`src/rtl/digit_classifier_pkg.sv`:
```
// Shared sizing and FSM encoding for the template-matching digit classifier.
package digit_classifier_pkg;
    localparam int N_TEMPLATES = 10;
    localparam int DIM         = 11;
    localparam int PIX_W       = 8;
    localparam int SUM_W       = $clog2(DIM * DIM * (2 ** PIX_W - 1) + 1);
    localparam int ROW_SUM_W   = 12;
    localparam int SEL_W       = 4;
    localparam int ROW_W       = 4;

    typedef enum logic [2:0] {
        IDLE    = 3'd0,
        SETTLE  = 3'd1,
        ACCUM   = 3'd2,
        COMPARE = 3'd3,
        DONE    = 3'd4
    } state_t;
endpackage

```
`src/rtl/digit_classifier_if.sv`:
```
// Classifier handshake plus the template-mux path (select out, diff array back).
interface digit_classifier_if;
    import digit_classifier_pkg::*;

    logic                 start;
    logic [PIX_W-1:0]     diff_pixel [DIM-1:0][DIM-1:0];
    logic [SEL_W-1:0]     tmpl_sel;
    logic                 busy;
    logic                 done;
    logic [SEL_W-1:0]     digit;
    logic [SUM_W-1:0]     score;

    modport master (
        input  start, diff_pixel,
        output tmpl_sel, busy, done, digit, score
    );

    modport slave (
        output start, diff_pixel,
        input  tmpl_sel, busy, done, digit, score
    );
endinterface

```
`src/rtl/digit_classifier_row_adder.sv`:
```
// Combinational sum of one diff-array row, zero-extended to the row-sum width.
module diff_row_adder
    import digit_classifier_pkg::*;
(
    input  logic [PIX_W-1:0]     pix [DIM-1:0],
    output logic [ROW_SUM_W-1:0] row_sum
);
    always_comb begin
        row_sum = '0;
        for (int i = 0; i < DIM; i++) begin
            row_sum = row_sum + ROW_SUM_W'(pix[i]);
        end
    end
endmodule

```
`src/rtl/digit_classifier.sv`:
```
// Scans all templates one row per cycle and reports the lowest-score digit.
//   state   | meaning
//   IDLE    | waiting for start
//   SETTLE  | one cycle for the external mux to follow tmpl_sel
//   ACCUM   | add one row of the current diff array per cycle
//   COMPARE | fold acc into running minimum, advance or finish
//   DONE    | done pulse cycle, busy drops on exit
module digit_classifier
    import digit_classifier_pkg::*;
(
    input  logic iCLK,
    input  logic iRST_N,
    digit_classifier_if.master bus
);
    state_t               state;
    logic [ROW_W-1:0]     row_cnt;
    logic [SEL_W-1:0]     tmpl_sel_r;
    logic [SUM_W-1:0]     acc;
    logic [SUM_W-1:0]     min_score;
    logic [SEL_W-1:0]     best;
    logic [SEL_W-1:0]     digit_r;
    logic [SUM_W-1:0]     score_r;
    logic                 busy_r;
    logic                 done_r;

    logic [PIX_W-1:0]     row_pix [DIM-1:0];
    logic [ROW_SUM_W-1:0] row_sum;
    logic                 better;
    logic                 last_tmpl;

    always_comb begin
        for (int c = 0; c < DIM; c++) begin
            row_pix[c] = bus.diff_pixel[row_cnt][c];
        end
    end

    diff_row_adder u_row_adder (
        .pix     (row_pix),
        .row_sum (row_sum)
    );

    // Strict compare keeps the lowest index on ties.
    assign better    = acc < min_score;
    assign last_tmpl = tmpl_sel_r == SEL_W'(N_TEMPLATES - 1);

    always_ff @(posedge iCLK or negedge iRST_N) begin
        if (!iRST_N) begin
            state      <= IDLE;
            row_cnt    <= '0;
            tmpl_sel_r <= '0;
            acc        <= '0;
            min_score  <= '0;
            best       <= '0;
            digit_r    <= '0;
            score_r    <= '0;
            busy_r     <= 1'b0;
            done_r     <= 1'b0;
        end else begin
            done_r <= 1'b0;
            case (state)
                IDLE: begin
                    if (bus.start) begin
                        tmpl_sel_r <= '0;
                        acc        <= '0;
                        min_score  <= '1;
                        busy_r     <= 1'b1;
                        state      <= SETTLE;
                    end
                end
                SETTLE: begin
                    row_cnt <= '0;
                    state   <= ACCUM;
                end
                ACCUM: begin
                    acc <= acc + SUM_W'(row_sum);
                    if (row_cnt == ROW_W'(DIM - 1)) begin
                        state <= COMPARE;
                    end else begin
                        row_cnt <= row_cnt + 1'b1;
                    end
                end
                COMPARE: begin
                    if (better) begin
                        min_score <= acc;
                        best      <= tmpl_sel_r;
                    end
                    // Result registers load here so digit/score are valid with done.
                    if (last_tmpl) begin
                        digit_r <= better ? tmpl_sel_r : best;
                        score_r <= better ? acc : min_score;
                        done_r  <= 1'b1;
                        state   <= DONE;
                    end else begin
                        tmpl_sel_r <= tmpl_sel_r + 1'b1;
                        acc        <= '0;
                        state      <= SETTLE;
                    end
                end
                DONE: begin
                    busy_r <= 1'b0;
                    state  <= IDLE;
                end
                default: state <= IDLE;
            endcase
        end
    end

    assign bus.tmpl_sel = tmpl_sel_r;
    assign bus.busy     = busy_r;
    assign bus.done     = done_r;
    assign bus.digit    = digit_r;
    assign bus.score    = score_r;
endmodule
```
`src/flat_wrapper.sv`:
```
// flat-port wrapper written by rule: the top's interface ports become plain ports
module digit_classifier_flat import digit_classifier_pkg::*;
  (iCLK, iRST_N, bus_start, bus_diff_pixel, bus_tmpl_sel, bus_busy, bus_done, bus_digit, bus_score);
  digit_classifier_if bus_i ();
  input  logic iCLK;
  input  logic iRST_N;
  input wire logic [$bits(bus_i.start)-1:0] bus_start;
  input wire logic [$bits(bus_i.diff_pixel)-1:0] bus_diff_pixel;
  output wire logic [$bits(bus_i.tmpl_sel)-1:0] bus_tmpl_sel;
  output wire logic [$bits(bus_i.busy)-1:0] bus_busy;
  output wire logic [$bits(bus_i.done)-1:0] bus_done;
  output wire logic [$bits(bus_i.digit)-1:0] bus_digit;
  output wire logic [$bits(bus_i.score)-1:0] bus_score;
  assign bus_i.start = bus_start;
  assign bus_i.diff_pixel = {>>{bus_diff_pixel}};
  assign bus_tmpl_sel = bus_i.tmpl_sel;
  assign bus_busy = bus_i.busy;
  assign bus_done = bus_i.done;
  assign bus_digit = bus_i.digit;
  assign bus_score = bus_i.score;
  digit_classifier u_core (.iCLK(iCLK), .iRST_N(iRST_N), .bus(bus_i));
endmodule
```
`config.mk`:
```
export PLATFORM = sky130hd
export DESIGN_NAME = digit_classifier_flat
export DESIGN_NICKNAME = d
export VERILOG_FILES = /design/src/rtl/digit_classifier_pkg.sv /design/src/rtl/digit_classifier_if.sv /design/src/rtl/digit_classifier_row_adder.sv /design/src/rtl/digit_classifier.sv /design/src/flat_wrapper.sv
export SDC_FILE = /design/constraint.sdc
export NUM_CORES = 1
export LEC_CHECK = 0
export BUFFER_PORTS_ARGS = -buffer_cell sky130_fd_sc_hd__buf_2
export CAP_MARGIN = 20
export CORE_AREA = 3 3 385 387
export DETAILED_ROUTE_END_ITERATION = 10
export DIE_AREA = 0 0 388 390
export PLACE_DENSITY = 0.3
export SETUP_SLACK_MARGIN = 0.2
export SYNTH_ARGS = -nofsm -noshare
export SYNTH_HDL_FRONTEND = slang
export SYNTH_SLANG_ARGS = --single-unit
```
`constraint.sdc`:
```
create_clock -name iCLK -period 7.7 [get_ports iCLK]
set_input_delay 2.31 -clock iCLK [delete_from_list [all_inputs] [get_ports iCLK]]
set_output_delay 2.31 -clock iCLK [all_outputs]
set_load 0.1 [all_outputs]
```
==> results_dict.tcl <==
set metrics [dict create \
    grt_use_total_pct 13.4 \
    clk_latency_ns 0.34 \
    die_w_um 388 \
    die_y_um 390 \
    async_flop_share_pct 100 \
    die_area_um2 151000 \
    synth_top_cell_area_share_pct 30.3 \
    num_rows 140 \
    multiInputGateArea_um2 10600 \
    worstPathMaxFanout 3 \
    rsz0062_at_grt "true" \
    cap_viol_max_count 0 \
    syn_avg_cell_area_um2 9.78 \
    wl_um 107000 \
    vias 15400 \
    drt-wirelength-per-cell_um 25.2 \
    grt_start_max_net_pins 67 \
    min_from "u_core.bus.digit[2]" \
    crit_required_ns 7.93 \
    final_area_um2 21300 \
    rr_worst_depth 25 \
    start_kind "primary input" \
    utilization_pct 14.7 \
    cts-root-buf "clkbuf_16" \
    ys_ff_latch 66 \
    post-route-drc-count 0 \
    numCtsBuffers 9 \
    final_hold_viol_count 0 \
    seq_area_frac_synth_pct 12.6 \
    fmax_mhz 136 \
    layout_min_cycle_time_ns 7.33 \
    antenna_found_initial 110 \
    fin_ws_ns 0.366 \
    ys_warn_count 0 \
    clock-sinks 66 \
    synth_top_cell_by_area "mux4_2" \
    endpoint_kind "flip-flop" \
    pre_cts_ws_ns -0.430 \
    cts_tree "done" \
    synth.net_count 2428 \
    syn_area_um2 13100 \
    syn_inst 1338 \
    syn_to_final_growth_pct 62.8 \
    hold_class "reg -> reg" \
    synth_area_leaders "mux4_2 30%, dfrtp_1 13%, fa_1 12%, mux2i_1 8.1%, o21ai_1 5.2%" \
    cts_max_path_buffers 2 \
    slew-limit-headroom_pct 35.3 \
    maxSlewViolCount 0 \
    place_hpwl_um 96500 \
    nets 3397 \
    nFillCells 16700 \
    tightestPinTransition_ns 0.971 \
    reg2reg_from "u_core.row_cnt[1]" \
    grt_pass1_vias 16200 \
    place_congestion 0.838 \
    start_util_pct 9.01 \
    dpl-instance-area_um2 20800 \
    ys.flop_type "dfrtp_1" \
    clk_pin_slew_ns 0.07 \
    h-tree-depth 3 \
    cp.arrival_ns 7.56 \
    rr_endpoint "u_core.acc[11]" \
    grt_pass1_wl_um 140000 \
    min_to "u_core.bus.digit[2]" \
    fin_skew_ns 0.0100 \
    core-area_um2 145000 \
    fin_crit_sh_pct 95.2 \
    synth_edf_count 0 \
    setup_violations 0 \
    numPortBuffers 995 \
    postRouteAntennaNets 0 \
    path_class "in -> reg" \
    drt_pass1_iterations 4 \
    via_per_inst 3.63 \
    gr-total-overflow 0 \
    drt_iter0_drc 784 \
    drive_gt1_share_pct 56.9 \
    seq_area_um2 1670 \
    reg2reg_slack_ns 1.03 \
    status "complete, no violations" \
    ioPinCount 996 \
    synth.distinct_cells 48 \
    postCtsHoldBufs 0 \
    hold_depth 2 \
    hold_slack_ns 0.466 \
]
cell families (layout without fill, tap and decap cells):
family | count (synthesis) | after routing | share of synthesized area (%)
xor+xnor | 12 | 12 | 0.803
simple gates | 255 | 255 | 7.91
compound gates | 364 | 364 | 16.8
flops | 66 | 66 | 12.6
other cells | 0 | 25 | 0
mux | 285 | 285 | 38.7
fa+ha+maj | 119 | 119 | 15.9
buf+inv | 237 | 1211 | 7.25
cells in the mapped netlist (all sizes together) (3+ instances only):
| cell | number |
|---|---|
| mux4 | 176 |
| o21ai | 169 |
| nand2 | 167 |
| inv | 113 |
| mux2i | 106 |
| clkbuf | 79 |
| fa | 78 |
| o211ai | 67 |
| dfrtp | 66 |
| a21oi | 59 |
| nor2 | 58 |
| buf | 45 |
| ha | 41 |
| a211oi | 27 |
| o22a | 15 |
| a22o | 11 |
| nand3 | 7 |
| xor2 | 7 |
| a21o | 6 |
| xnor2 | 5 |
| mux2 | 3 |
| nand3b | 3 |
| nand4 | 3 |
| nor2b | 3 |
| nor3 | 3 |
| or2 | 3 |
routing by layer:
metal | vias up | wire length, µm | global-route usage (%)
li1 | 6977 | - | -
met5 | - | 291 | 0.0638
met2 | 663 | 51100 | 22.1
met4 | 42 | 1610 | 2.65
met3 | 139 | 6700 | 3.13
met1 | 7605 | 47300 | 17.9
timing repair:
item	4_1_cts	5_1_grt
buffers inserted	1	1
gates resized for setup	6	29
hold endpoints to repair	0	0
setup endpoints to repair	6	7
pin swaps	14	11
gates cloned	0	0
cell type report:
class	count	share of cell area, %
diodes	25	0.294
clock buffers	9	1.06
clock inverters	7	0.353
inverters	113	1.99
multi-input cells	1035	49.9
flip-flops and latches	66	7.83
well taps	1917	11.3
repair buffers	1082	27.3
through the flow:
step	setup TNS, ns	cells
final	0	4254
after global routing	0	4243
after CTS	0	4228
after detailed placement	-2.04	4211
after global placement	-1.80	4211
after floorplan	0	1338
worst max-delay path by stage:
stage | startpoint | endpoint | slack [ns]
floorplan | bus_diff_pixel[330] | u_core.acc[12] | 0.21
global placement | bus_diff_pixel[330] | u_core.acc[12] | -0.40
detailed placement | bus_diff_pixel[130] | u_core.acc[12] | -0.43
CTS | bus_diff_pixel[925] | u_core.acc[12] | 0.19
global route | bus_diff_pixel[324] | u_core.acc[13] | 0.18
finish | bus_diff_pixel[298] | u_core.acc[12] | 0.37
critical path, stage by stage:
cell,delay [ns]
buf_2,0.11
mux4_2,0.48
o21ai_1,0.22
o21ai_1,0.09
buf_4,0.17
fa_1,0.50
fa_1,0.58
fa_1,0.46
fa_1,0.49
inv_1,0.05
fa_1,0.48
inv_1,0.05
ha_2,0.19
fa_2,0.40
a211oi_4,0.26
o21ai_2,0.10
a31oi_2,0.20
o21ai_1,0.09
xor2_1,0.15
a22o_1,0.19
registers in the layout, indices dropped and copies added, names as in the netlist:
| signal | flops |
|---|---|
| u_core.bus.digit | 4 |
| u_core.bus.busy | 1 |
| u_core.bus.done | 1 |
| u_core.bus.score | 15 |
| u_core.bus.tmpl_sel | 4 |
| u_core.min_score | 15 |
| u_core.row_cnt | 4 |
| u_core.state | 3 |
| u_core.best | 4 |
| u_core.acc | 15 |
cells in the final DEF, fill, tap and decap left out, drive strengths merged, types with 15 or more instances in the layout:
cell / Yosys / layout
dfrtp: 66 / 66
a211oi: 27 / 27
o21ai: 169 / 169
nor2: 58 / 58
a21oi: 59 / 59
mux4: 176 / 176
fa: 78 / 78
mux2i: 106 / 106
inv: 113 / 115
nand2: 167 / 167
buf: 45 / 1082
o211ai: 67 / 67
o22a: 15 / 15
ha: 41 / 41
diode: 0 / 25
Power is not shown: default switching activity piles up to over one toggle a cycle in this logic, so the estimate is an artifact.
